File: config.mk
export PLATFORM = sky130hd
export DESIGN_NAME = demux2
export DESIGN_NICKNAME = d
export VERILOG_FILES = /design/src/rtl/demux2_pkg.sv /design/src/rtl/demux2_lane.sv /design/src/rtl/demux2.sv
export SDC_FILE = /design/constraint.sdc
export NUM_CORES = 1
export LEC_CHECK = 0
export ABC_CLOCK_PERIOD_IN_PS = 4300
export CORE_UTILIZATION = 45
export DETAILED_ROUTE_END_ITERATION = 10
export PLACE_DENSITY = 0.8
export RECOVER_POWER = 50
export SLEW_MARGIN = 20
export SYNTH_ARGS = -nofsm -noshare
export SYNTH_HDL_FRONTEND = slang
export SYNTH_SLANG_ARGS = --single-unit
File: constraint.sdc
create_clock -name clk -period 4.3 [get_ports clk]
set_clock_uncertainty 0.15 [all_clocks]
set_input_delay 0.43 -clock clk [delete_from_list [all_inputs] [get_ports clk]]
set_output_delay 0.43 -clock clk [all_outputs]
set_load 0.02 [all_outputs]
File: src/rtl/demux2_pkg.sv
// Shared widths, lane index type and counter helper for the two-lane demultiplexer.
// Optional build macro DEMUX2_RR_EN selects round-robin lane choice in demux2.
package demux2_pkg;

    localparam int DATA_W = 2;
    localparam int CNT_W  = 4;

    typedef logic [DATA_W-1:0] data_t;
    typedef logic [CNT_W-1:0]  cnt_t;

    typedef enum logic {
        LANE0 = 1'b0,
        LANE1 = 1'b1
    } lane_idx_t;

    // Accepted-word counters roll over silently at 2**CNT_W.
    function automatic cnt_t cnt_inc(input cnt_t value);
        return value + cnt_t'(1'b1);
    endfunction

endpackage

File: src/rtl/demux2_lane.sv
// One output lane: single-entry word register with valid flag and accept counter.
// Load wins over drain, so a simultaneous drain and load keeps valid high.
module demux2_lane
    import demux2_pkg::*;
(
    input  logic  clk,
    input  logic  reset,
    input  logic  load,
    input  data_t data_in,
    input  logic  ready,
    output data_t data_out,
    output logic  valid,
    output cnt_t  cnt
);

    data_t data_r;
    logic  valid_r;
    cnt_t  cnt_r;

    // Word register, valid flag and counter: load, drain or hold.
    always_ff @(posedge clk or posedge reset) begin
        if (reset) begin
            data_r  <= data_t'(2'b00);
            valid_r <= 1'b0;
            cnt_r   <= cnt_t'(4'd0);
        end else if (load) begin
            data_r  <= data_in;
            valid_r <= 1'b1;
            cnt_r   <= cnt_inc(cnt_r);
        end else if (valid_r && ready) begin
            data_r  <= data_r;
            valid_r <= 1'b0;
            cnt_r   <= cnt_r;
        end else begin
            data_r  <= data_r;
            valid_r <= valid_r;
            cnt_r   <= cnt_r;
        end
    end

    assign data_out = data_r;
    assign valid    = valid_r;
    assign cnt      = cnt_r;

endmodule

File: src/rtl/demux2.sv
// Two-lane demultiplexer: routes each accepted word to the lane picked by selector,
// or by an internal alternating toggle when built with DEMUX2_RR_EN.
module demux2
    import demux2_pkg::*;
(
    input  logic              clk,
    input  logic              reset,
    input  logic              selector,
    input  logic [DATA_W-1:0] data_in,
    input  logic              valid_in,
    output logic              in_ready,
    output logic [DATA_W-1:0] data_out0,
    output logic [DATA_W-1:0] data_out1,
    output logic              valid_out0,
    output logic              valid_out1,
    input  logic              ready_out0,
    input  logic              ready_out1,
    output logic [CNT_W-1:0]  cnt0,
    output logic [CNT_W-1:0]  cnt1
);

    lane_idx_t lane_s;
    logic      in_ready_s;
    logic      accept_s;
    logic      load0_s;
    logic      load1_s;
    logic      lane0_valid_s;
    logic      lane1_valid_s;

`ifdef DEMUX2_RR_EN
    lane_idx_t toggle_r;
    logic      unused_selector_s;

    assign unused_selector_s = selector;

    // Round-robin toggle flips after every accepted word.
    always_ff @(posedge clk or posedge reset) begin
        if (reset) begin
            toggle_r <= LANE0;
        end else if (accept_s) begin
            toggle_r <= (toggle_r == LANE0) ? LANE1 : LANE0;
        end else begin
            toggle_r <= toggle_r;
        end
    end

    assign lane_s = toggle_r;
`else
    assign lane_s = selector ? LANE1 : LANE0;
`endif

    // Accept only when the active lane is empty or draining this cycle.
    always_comb begin
        in_ready_s = 1'b0;
        if (reset) begin
            in_ready_s = 1'b0;
        end else begin
            case (lane_s)
                LANE0:   in_ready_s = !lane0_valid_s || ready_out0;
                LANE1:   in_ready_s = !lane1_valid_s || ready_out1;
                default: in_ready_s = 1'b0;
            endcase
        end
    end

    assign in_ready = in_ready_s;
    assign accept_s = valid_in && in_ready_s;
    assign load0_s  = accept_s && (lane_s == LANE0);
    assign load1_s  = accept_s && (lane_s == LANE1);

    demux2_lane u_lane0 (
        .clk      (clk),
        .reset    (reset),
        .load     (load0_s),
        .data_in  (data_in),
        .ready    (ready_out0),
        .data_out (data_out0),
        .valid    (lane0_valid_s),
        .cnt      (cnt0)
    );

    demux2_lane u_lane1 (
        .clk      (clk),
        .reset    (reset),
        .load     (load1_s),
        .data_in  (data_in),
        .ready    (ready_out1),
        .data_out (data_out1),
        .valid    (lane1_valid_s),
        .cnt      (cnt1)
    );

    assign valid_out0 = lane0_valid_s;
    assign valid_out1 = lane1_valid_s;

endmodule

==> impl_metrics.csv <==
group,metric,value,unit
clocking,cts.root.buffer_cell,"sky130_fd_sc_hd__clkbuf_4",
final_layout,final_nets,83,
clocking,tritoncts,"built",
run_status,run_status,"finished, final reports clean",
route,drtAntennaViolNets,0,
clocking,worst_skew_pair.late_latency,270,ps
worst_setup_path,cp_data_arrival_time,2040,ps
clocking,cts_max_path_buffers,2,
worst_setup_path,r2r-end,"u_lane1.cnt[1]$_DFFE_PP0P_",
worst_setup_path,peak_fanout_along_the_critical_path,5,
die,die-area,1590,um^2
route,post_drt_via_cell_ratio,4.95,
route,drt-total-wl,1130,um
timing,setup-violations-final,0,
grt,grt_max_degree,15,
worst_setup_path,crit_path_max_incr_delay,650,ps
pwr,static-leakage-power,0.000409,uW
logic_synthesis,ys_ff_latch,14,
grt,gr-usage-all-layers,17.3,%
clocking,clock_sink_count,14,
placed_design,gp_congestion,0.718,
worst_setup_path,worst_reg2reg_setup_slack,2360,ps
clocking,cts.clk_slew.worst_paths,80,ps
placed_design,place_hpwl,835,um
route,drt_pre_antenna_iters,2,
die,placement_rows,13,
worst_setup_path,worstPathCellList,"clkdlybuf4s50_1 -> nand2b_1 -> nor2_1 -> a211oi_1 -> clkdlybuf4s50_1",
worst_setup_path,path_common_cell,"sky130_fd_sc_hd__clkdlybuf4s50_1",
final_layout,num_antenna_cells,0,
die,die_y,39.9,um
logic_synthesis,post-synth-top-area-cell,"sky130_fd_sc_hd__dfrtp_1",
timing,slew_viol_final,0,
clocking,htreeDepth,1,
worst_setup_path,startpoint_of_the_worst_slack_reg_to_reg_timing_path,"u_lane1.valid$_DFFE_PP0P_",
clocking,tritoncts.num_buffers,3,
logic_synthesis,netlist_top_cells_area,"sky130_fd_sc_hd__dfrtp_1 54%, sky130_fd_sc_hd__mux2_4 14%, sky130_fd_sc_hd__xnor2_1 4.1%",
pwr,power_density,608,nW/um^2
logic_synthesis,mappedNetlistNets,56,
clocking,post_cts_hold_buffer_count,0,
timing,timing.final.crit_period,2620,ps
grt,grt_pass1_vias,423,
die,die-width,39.9,um
placed_design,numPortBuffers,22,
grt,antenna_found_initial,0,
logic_synthesis,post-synth-top-area-fraction,54.3,%
grt,grt_residual_overflow,0,
worst_setup_path,critical_path_required,3720,ps
die,core,1320,um^2
clocking,cts_resized,0,
clocking,cts_setup_buffers,0,
route,wl_per_cell,12.9,um
min_path,min_path_cells,1,
logic_synthesis,avgSynthCellArea,14.0,um^2
route,dr.first_iter.drc_count,7,
die,start_util,49.0,%
die,pin_count,23,
logic_synthesis,postSynthCellCount,46,
timing,rsz_0062_raised_after_global_routing,"no",
pwr,vdd_drop_max,0.339,mV
timing,max_freq,382,MHz
worst_setup_path,setup.worst_path.start,"ready_out0",
logic_synthesis,yosysUniqueCellTypes,20,
worst_setup_path,timing.critical_path.from_type,"primary input",
timing,remaining_max_slew_budget_at_the_tightest_pin,37.9,%
worst_setup_path,reg2reg_depth,3,
worst_setup_path,worstSetupEndpointType,"output port",
logic_synthesis,yosys_warnings,0,
timing,fin_setup_tns,0,ps
timing,hold_violations,0,
flow_run,maxCapViolCount,0,
logic_synthesis,ys_seq_area_share,54.3,%
logic_synthesis,post_synthesis_cell_area,646,um^2
worst_setup_path,worst_setup_path_endpoint,"in_ready",
final_layout,layout-drive-gt1-share,16.7,%
route,overall_via_count_from_detail_route,431,
worst_setup_path,critical_path_class,"primary input to output port",
grt,grt_first_pass_wirelength,1770,um
final_layout,post-route-util,68.1,%
timing,worstMarginPinSlew,929,ps
route,drc_errors,0,
worst_setup_path,critical-path-slowest-cell,"sky130_fd_sc_hd__clkdlybuf4s50_1",
min_path,hold_class,"flip-flop to flip-flop",
timing,period_share,60.8,%
final_layout,syn_to_final_growth,39.0,%
==> cells in the final DEF, fill, tap and decap left out, drive strengths merged, types with 2 or more instances in the layout <==
cell	count
clkbuf	4
xor2	3
ha	2
nand3	2
nor3	2
dfrtp	14
mux2	6
nand2b	2
clkdlybuf4s50	21
nand2	3
xnor2	3
nor3b	2
==> Yosys cell counts (all sizes together) <==
cell type  instances
dfrtp             14
nor3b              2
xnor2              3
and3               1
nor2               1
nor2b              1
mux2               6
xor2               3
or2                1
nand2              3
nand4              1
nand2b             2
ha                 2
nand3              2
nor3               2
inv                1
a211oi             1
==> metrics by stage <==
stage | total power, uW | cells | hold slack [ps] | setup WS (ps) | cell area [um^2]
2_1_floorplan | 342 | 46 | 169 | 2490 | 646
5_1_grt | 578 | 87 | 336 | 1600 | 897
3_5_place_dp | 456 | 83 | 313 | 1700 | 885
3_3_place_gp | 453 | 83 | 307 | 1700 | 885
4_1_cts | 552 | 87 | 328 | 1690 | 921
6_report | 545 | 87 | 320 | 1680 | 897
==> logic make-up after synthesis <==
group	after synthesis	share of synthesized area [%]
simple gates	16	18.0
flops	14	54.3
xor+xnor	6	8.14
mux	6	14.0
fa+ha+maj	2	3.88
compound gates	1	1.16
buf+inv	1	0.581
==> layer usage <==
metal	routed length [um]	GRT usage (%)
met1	518	22.5
met2	548	25.8
met3	57	6.82
met4	0	5.17
met5	0	0
==> critical path, delay by kind of cell <==
family          cells  cell delay, ps
buf+inv             2            1090
simple gates        2             250
compound gates      1             250
==> where the power goes <==
group	internal, uW	total (uW)	leakage (uW)	switching [uW]
combinational	132	236	0.000217	104
sequential	176	217	0.000171	40.7
clock	51.4	92.5	0.0000210	41.1
total	359	545	0.000409	186
==> final cells by class <==
type,instances,area (um^2)
clock buffer,4,36.3
fill,108,420
inverter,1,3.75
multi-input combinational,31,268
sequential,14,350
tap,15,18.8
timing repair buffer,22,220
==> flip-flops by register name, indices dropped and copies added, names as in the netlist <==
register,count
u_lane1.data_out,2
u_lane1.cnt,4
u_lane1.valid,1
u_lane0.data_out,2
u_lane0.cnt,4
u_lane0.valid,1
==> worst min path at each step <==
| stage | endpoint | start |
|---|---|---|
| floorplan | u_lane0.cnt[0]$_DFFE_PP0P_ | reset |
| global placement | u_lane1.cnt[3]$_DFFE_PP0P_ | u_lane1.cnt[3]$_DFFE_PP0P_ |
| detailed placement | u_lane1.cnt[3]$_DFFE_PP0P_ | u_lane1.cnt[3]$_DFFE_PP0P_ |
| CTS | u_lane0.cnt[3]$_DFFE_PP0P_ | u_lane0.cnt[3]$_DFFE_PP0P_ |
| global route | u_lane0.cnt[3]$_DFFE_PP0P_ | u_lane0.cnt[3]$_DFFE_PP0P_ |
| finish | u_lane0.cnt[3]$_DFFE_PP0P_ | u_lane0.cnt[3]$_DFFE_PP0P_ |
Power figures use the tool's default switching activity.
